`src/rtl/ntsc_pattern_sequencer_pkg.sv`:
```
// Shared types and constants for the NTSC test-pattern sequencer.
// Holds the sequencer state encoding, the black pixel value and the frame origin.
package ntsc_pattern_sequencer_pkg;

    typedef enum logic {
        ST_SHOW  = 1'b0,
        ST_BLANK = 1'b1
    } seq_state_t;

    localparam logic [7:0] RGB_BLACK = 8'h00;
    localparam logic [9:0] X_ORIGIN  = 10'd0;
    localparam logic [8:0] Y_ORIGIN  = 9'd0;

    // Round-robin successor of a source index.
    function automatic logic [2:0] next_sel(input logic [2:0] sel, input int unsigned num_src);
        return (sel == 3'(num_src - 1)) ? 3'd0 : sel + 3'd1;
    endfunction

endpackage

```
`src/rtl/ntsc_pattern_sequencer_if.sv`:
```
// Pixel-stream bundle between the pattern generators, the sequencer and ntsc.
// All source streams are pixel-aligned with x/y/active_video.
interface ntsc_pattern_sequencer_if #(
    parameter int NUM_SRC = 4
);
    logic [9:0]              x;
    logic [8:0]              y;
    logic                    active_video;
    logic [NUM_SRC-1:0][7:0] rgb_src;
    logic [7:0]              rgb;

    modport master (output x, y, active_video, rgb_src, input rgb);
    modport slave  (input x, y, active_video, rgb_src, output rgb);
endinterface

```
`src/rtl/ntsc_pattern_sequencer_btn_debounce.sv`:
```
// Push-button conditioner: 2-FF synchroniser, stability counter, rising-edge pulse.
// Reusable for any raw active-high button on the shield.
module btn_debounce #(
    parameter int DEBOUNCE_CYCLES = 500000
) (
    input  logic clk,
    input  logic rst_n,
    input  logic btn_raw,
    output logic btn_pulse
);
    localparam int CW = $clog2(DEBOUNCE_CYCLES + 1);

    logic [1:0]    sync;
    logic [CW-1:0] cnt;
    logic          level;

    always_ff @(posedge clk or negedge rst_n) begin
        if (!rst_n) begin
            sync      <= 2'b00;
            cnt       <= '0;
            level     <= 1'b0;
            btn_pulse <= 1'b0;
        end else begin
            sync      <= {sync[0], btn_raw};
            btn_pulse <= 1'b0;
            // Any sample agreeing with the current level restarts the count.
            if (sync[1] == level) begin
                cnt <= '0;
            end else if (cnt == CW'(DEBOUNCE_CYCLES - 1)) begin
                cnt       <= '0;
                level     <= sync[1];
                btn_pulse <= sync[1];
            end else begin
                cnt <= cnt + 1'b1;
            end
        end
    end

endmodule

```
`src/rtl/ntsc_pattern_sequencer.sv`:
```
// Frame-synchronous source selector: shows one of NUM_SRC patterns, advancing on a
// debounced button or dwell timeout, with BLANK_FRAMES black frames at each switch.
module ntsc_pattern_sequencer
    import ntsc_pattern_sequencer_pkg::*;
#(
    parameter int NUM_SRC         = 4,
    parameter int DWELL_FRAMES    = 300,
    parameter int BLANK_FRAMES    = 8,
    parameter int DEBOUNCE_CYCLES = 500000
) (
    input  logic                     clk,
    input  logic                     rst_n,
    ntsc_pattern_sequencer_if.slave  vid,
    input  logic                     btn_next,
    input  logic                     auto_en,
    output logic [2:0]               pattern_sel,
    output logic                     blanking
);
    localparam int DW = $clog2(DWELL_FRAMES + 1);
    localparam int BW = $clog2(BLANK_FRAMES + 1);

    seq_state_t    state, state_nxt;
    logic [2:0]    sel_nxt;
    logic [DW-1:0] dwell_cnt, dwell_nxt;
    logic [BW-1:0] blank_cnt, blank_nxt;
    logic          adv_pend, pend_nxt;
    logic          org, org_q, frame_start;
    logic          btn_pulse;
    logic [7:0]    src_pix;

    btn_debounce #(.DEBOUNCE_CYCLES(DEBOUNCE_CYCLES)) u_btn (
        .clk       (clk),
        .rst_n     (rst_n),
        .btn_raw   (btn_next),
        .btn_pulse (btn_pulse)
    );

    assign org         = (vid.x == X_ORIGIN) && (vid.y == Y_ORIGIN);
    assign frame_start = org && !org_q;
    assign blanking    = (state == ST_BLANK);

    always_ff @(posedge clk or negedge rst_n) begin
        if (!rst_n) begin
            state       <= ST_SHOW;
            pattern_sel <= 3'd0;
            dwell_cnt   <= '0;
            blank_cnt   <= '0;
            adv_pend    <= 1'b0;
            org_q       <= 1'b0;
        end else begin
            state       <= state_nxt;
            pattern_sel <= sel_nxt;
            dwell_cnt   <= dwell_nxt;
            blank_cnt   <= blank_nxt;
            adv_pend    <= pend_nxt;
            org_q       <= org;
        end
    end

    always_comb begin
        state_nxt = state;
        sel_nxt   = pattern_sel;
        dwell_nxt = dwell_cnt;
        blank_nxt = blank_cnt;
        pend_nxt  = adv_pend;
        if (state == ST_SHOW && btn_pulse)
            pend_nxt = 1'b1;
        if (frame_start) begin
            case (state)
                ST_SHOW: begin
                    // Entering BLANK wins over any same-cycle request.
                    if (adv_pend) begin
                        state_nxt = ST_BLANK;
                        blank_nxt = '0;
                        sel_nxt   = next_sel(pattern_sel, NUM_SRC);
                        pend_nxt  = 1'b0;
                    end else if (auto_en) begin
                        if (dwell_cnt == DW'(DWELL_FRAMES - 1)) begin
                            dwell_nxt = '0;
                            pend_nxt  = 1'b1;
                        end else begin
                            dwell_nxt = dwell_cnt + 1'b1;
                        end
                    end else begin
                        dwell_nxt = '0;
                    end
                end
                ST_BLANK: begin
                    if (blank_cnt == BW'(BLANK_FRAMES - 1)) begin
                        state_nxt = ST_SHOW;
                        dwell_nxt = '0;
                    end else begin
                        blank_nxt = blank_cnt + 1'b1;
                    end
                end
                default: state_nxt = ST_SHOW;
            endcase
        end
    end

    always_comb begin
        src_pix = RGB_BLACK;
        for (int k = 0; k < NUM_SRC; k++)
            if (pattern_sel == 3'(k)) src_pix = vid.rgb_src[k];
    end

    always_ff @(posedge clk or negedge rst_n) begin
        if (!rst_n)
            vid.rgb <= RGB_BLACK;
        else
            vid.rgb <= (vid.active_video && state == ST_SHOW) ? src_pix : RGB_BLACK;
    end

endmodule

```
`src/flat_wrapper.sv`:
```
// flat-port wrapper written by rule: the top's interface ports become plain ports
module ntsc_pattern_sequencer_flat import ntsc_pattern_sequencer_pkg::*;
#(
    parameter int NUM_SRC         = 4,
    parameter int DWELL_FRAMES    = 300,
    parameter int BLANK_FRAMES    = 8,
    parameter int DEBOUNCE_CYCLES = 500000
)
  (clk, rst_n, btn_next, auto_en, pattern_sel, blanking, vid_x, vid_y, vid_active_video, vid_rgb_src, vid_rgb);
  ntsc_pattern_sequencer_if #(.NUM_SRC(NUM_SRC)) vid_i ();
  input  logic clk;
  input  logic rst_n;
  input  logic btn_next;
  input  logic auto_en;
  output logic [2:0] pattern_sel;
  output logic blanking;
  input wire logic [$bits(vid_i.x)-1:0] vid_x;
  input wire logic [$bits(vid_i.y)-1:0] vid_y;
  input wire logic [$bits(vid_i.active_video)-1:0] vid_active_video;
  input wire logic [$bits(vid_i.rgb_src)-1:0] vid_rgb_src;
  output wire logic [$bits(vid_i.rgb)-1:0] vid_rgb;
  assign vid_i.x = vid_x;
  assign vid_i.y = vid_y;
  assign vid_i.active_video = vid_active_video;
  assign vid_i.rgb_src = vid_rgb_src;
  assign vid_rgb = vid_i.rgb;
  ntsc_pattern_sequencer #(.NUM_SRC(NUM_SRC), .DWELL_FRAMES(DWELL_FRAMES), .BLANK_FRAMES(BLANK_FRAMES), .DEBOUNCE_CYCLES(DEBOUNCE_CYCLES)) u_core (.clk(clk), .rst_n(rst_n), .vid(vid_i), .btn_next(btn_next), .auto_en(auto_en), .pattern_sel(pattern_sel), .blanking(blanking));
endmodule
```
`config.mk`:
```
export PLATFORM = sky130hd
export DESIGN_NAME = ntsc_pattern_sequencer_flat
export DESIGN_NICKNAME = d
export VERILOG_FILES = /design/src/rtl/ntsc_pattern_sequencer_pkg.sv /design/src/rtl/ntsc_pattern_sequencer_if.sv /design/src/rtl/ntsc_pattern_sequencer_btn_debounce.sv /design/src/rtl/ntsc_pattern_sequencer.sv /design/src/flat_wrapper.sv
export SDC_FILE = /design/constraint.sdc
export NUM_CORES = 1
export LEC_CHECK = 0
export ABC_AREA = 1
export CAP_MARGIN = 20
export CORE_MARGIN = 2
export CORE_UTILIZATION = 35
export CTS_BUF_LIST = sky130_fd_sc_hd__clkbuf_4 sky130_fd_sc_hd__clkbuf_8 sky130_fd_sc_hd__clkbuf_16
export CTS_CLUSTER_DIAMETER = 120
export DETAILED_ROUTE_END_ITERATION = 6
export PLACE_DENSITY_LB_ADDON = 0.25
export SYNTH_ARGS = -nofsm -noshare
export SYNTH_HDL_FRONTEND = slang
export SYNTH_SLANG_ARGS = --single-unit
export TNS_END_PERCENT = 1
```
`constraint.sdc`:
```
create_clock -name clk -period 1.3 [get_ports clk]
set_input_delay 0.325 -clock clk [delete_from_list [all_inputs] [get_ports clk]]
set_output_delay 0.325 -clock clk [all_outputs]
set_load 0.02 [all_outputs]
```
==> results.txt <==
worst-path cell with the longest stage delay - sky130_fd_sc_hd__clkdlybuf4s50_1
critical path's largest stage delay - 0.39 ns
I/O pin count - 68
routed length per instance - 12.7 um
number of sinks on the clock net - 50
fin. max-slew vios - 0
number of search-and-repair iterations in the first detailed-routing pass - 4
hold crit path type - reg -> reg
number of instances in the synthesized netlist - 377
series of cell instances along the critical path - clkdlybuf4s50_1, nor2_1, nand2_1, nor2_1, nand3_2, nor2_4, buf_6, nand2_8, nand2_4, o21ai_2
Die Footprint - 8920 um2
CTS tree - done
Detailed Route WL - 7840 um
Finished Layout Cells - 619
post-detailed-placement cell area - 4160 um2
dominant cell by count in the synthesized netlist - sky130_fd_sc_hd__nand2_1
maximum number of pins on one net before global-route repair - 19
number of global-route vias before repair - 2,982
share of Yosys cell area claimed by the top area cell type - 43.7%
fin crit share - 114%
Synth Register Bits - 50
reported leakage power - 2.33 nW
Final nets - 579
Core Rows - 32
Antenna diodes - 0
number of enable flip-flop cells after synthesis - 0
initial standard-cell utilization of the core - 36.7%
number of vias after detailed routing - 2,974
Max Clk Rate - 675 MHz
critical path class - in -> reg
failing checks - negative setup slack
Synth area leaders - sky130_fd_sc_hd__dfrtp_1, sky130_fd_sc_hd__nand2_1, sky130_fd_sc_hd__nand3_1
setup slack after layout - -0.180 ns
leading post-synthesis cells by instance count - sky130_fd_sc_hd__nand2_1, sky130_fd_sc_hd__nor2_1, sky130_fd_sc_hd__dfrtp_1, sky130_fd_sc_hd__nand3_1, sky130_fd_sc_hd__inv_1
mean instance size in the synthesized netlist - 7.59 um2
DRC violation count after routing - 0
origin of the worst min-delay path - u_core.u_btn.sync[0]
routed length on met2 - 4020 um
Floorplan Core Area - 7810 um2
buffer type at the clock tree root - sky130_fd_sc_hd__clkbuf_8
total overflow reported by the global router - 0
library cell appearing most often on the critical path - sky130_fd_sc_hd__nor2_1
height of the die - 94.4 um
Detail Placement HPWL - 5560 um
clk_skew - 0.0110 ns
highest fanout seen on the critical path - 8
post-route cell area - 4650 um2
post-route met1 wirelength - 3350 um
number of buffers created by CTS - 5
final setup violation count - 36
status - complete, but fails checks
number of violations of the max-capacitance limit - 0
worst reg-to-reg setup slack - -0.16 ns
async set-reset flop share out of synthesis - 100%
post-placement setup slack - -0.532 ns
H-tree depth - 2
RSZ-0062 raised after global routing - yes
post-synthesis cell type with the largest combined area - sky130_fd_sc_hd__dfrtp_1
global routing usage summed across all routing layers - 17.8%
total count of hold-check failures in the final report - 0
total negative slack for setup checks - -4.40 ns
total of warnings raised by yosys - 0
number of nets produced by synthesis - 440
cell total after placement - 603
via density per instance - 4.80
endpoint class of the critical path - flip-flop
maximum clock insertion buffer count - 2
Tightest Pin Transition - 0.501 ns
uppermost routed layer - met4
number of antenna violations at the first check in global routing - 0
max-slew headroom at the worst pin - 66.6%
Met3 Routed Length - 340 um
wire length of the first global-routing pass - 12,700 um
CP Data Arrival Time - 1.68 ns
data required time of the critical path - 1.50 ns
global placer's final weighted congestion - 0.811
Port Buffers - 67
combined area of all synthesized cells - 2860 um2
worst setup path startpoint - vid_x[6]
overall die width - 94.4 um
Clock Latency Late Sink - 0.31 ns
Starting DRT DRC Count - 94
Reg clk slew, reported paths - 0.09 ns
Worst Setup Start Kind - input pin
worst voltage drop across the vdd grid - 520 uV
ys flop type - sky130_fd_sc_hd__dfrtp_1
fraction of layout instances using a drive strength above 1 - 34.2%
Routed Antenna Nets - 0
fraction of the yosys area taken by sequential cells - 43.7%
total power density per cell area - 687 nW/um2
start of the worst register-to-register path - u_core.pattern_sel[0]
relative area change from synthesis to final layout - 62.3%
Final min period - 1.48 ns
distinct cell type count after synthesis - 28
-- layout make-up --
class	instances	area (um2)
clock buffer	5	68.8
clock inverter	3	68.8
fill	674	3160
inverter	44	178
multi-input combinational	279	1710
sequential	50	1250
tap	102	128
timing repair buffer	136	1240
-- routing by layer --
| metal | track usage [%] | up-vias |
|---|---|---|
| met5 | 0 | - |
| met2 | 32.3 | 73 |
| met4 | 6.88 | 0 |
| met3 | 3.51 | 13 |
| li1 | - | 1510 |
| met1 | 20.7 | 1378 |
-- cells in the final DEF (no fill, tap or decap), drive strengths merged --
cell type / n
dlymetal6s2s: 14
nor3: 9
nor2: 60
clkbuf: 7
ha: 7
o21bai: 3
nor4: 1
bufinv: 2
nand4: 10
inv: 44
o21ai: 25
dlygate4sd3: 1
nand3: 42
dfrtp: 50
xor2: 6
a21oi: 9
clkdlybuf4s50: 40
nand2: 96
clkdlybuf4s15: 1
clkinv: 1
buf: 78
nor3b: 3
a211oi: 8
-- through the flow --
stage | hold slack, ns | util, % | total power, mW
2_1_floorplan | 0.0294 | - | 1.65
3_3_place_gp | 0.319 | 53.3 | 1.88
3_5_place_dp | 0.324 | 53.3 | 1.89
4_1_cts | 0.361 | 57.5 | 3.23
5_1_grt | 0.363 | 59.5 | 3.31
6_report | 0.356 | 59.5 | 3.19
-- critical path: cells and delay by family --
family	cells	cell delay, ns
AO/OA/AOI/OAI	1	0.04
AND/OR/NAND/NOR	7	0.74
buffers and inverters	2	0.56
-- path summary, 6_finish.rpt --
path | to | depth (start not counted)
max | u_core.blank_cnt[1] | 10
max in group asynchronous | u_core.blank_cnt[1] | 3
max reg2reg | u_core.vid.rgb[1] | 9
min in group asynchronous | u_core.dwell_cnt[0] | 2
min | u_core.u_btn.sync[1] | 0
min reg2reg | u_core.u_btn.sync[1] | 0
-- registers in the layout (all words and copies together) (netlist names) --
register,cells
u_core.adv_pend,1
u_core.blank_cnt,4
u_core.blanking,1
u_core.dwell_cnt,9
u_core.org_q,1
u_core.pattern_sel,3
u_core.u_btn.btn_pulse,1
u_core.u_btn.cnt,19
u_core.u_btn.level,1
u_core.u_btn.sync,2
u_core.vid.rgb,8
-- kinds of logic after synthesis --
group,Yosys count,share of synthesized area (%)
DFF,50,43.7
xor gates and xnor gates,6,1.84
AOI/OAI and AO/OA,45,9.22
and+or+nand+nor,220,35.4
adders and majority gates,7,3.06
buffers and inverters,49,6.82
-- where the power goes --
part	total [mW]	switching (mW)	internal (mW)
Sequential	1.57	0.00755	1.56
Clock	1.33	0.554	0.771
Combinational	0.294	0.107	0.187
Total	3.19	0.668	2.52
-- timing repair --
item	CTS	global route
setup buffers	1	5
resized for setup	85	64
cloned	0	1
hold buffers	1	0
pin swaps	18	35
setup endpoints to repair	54	56
hold endpoints to repair	16	0
Power figures use the tool's default switching activity.
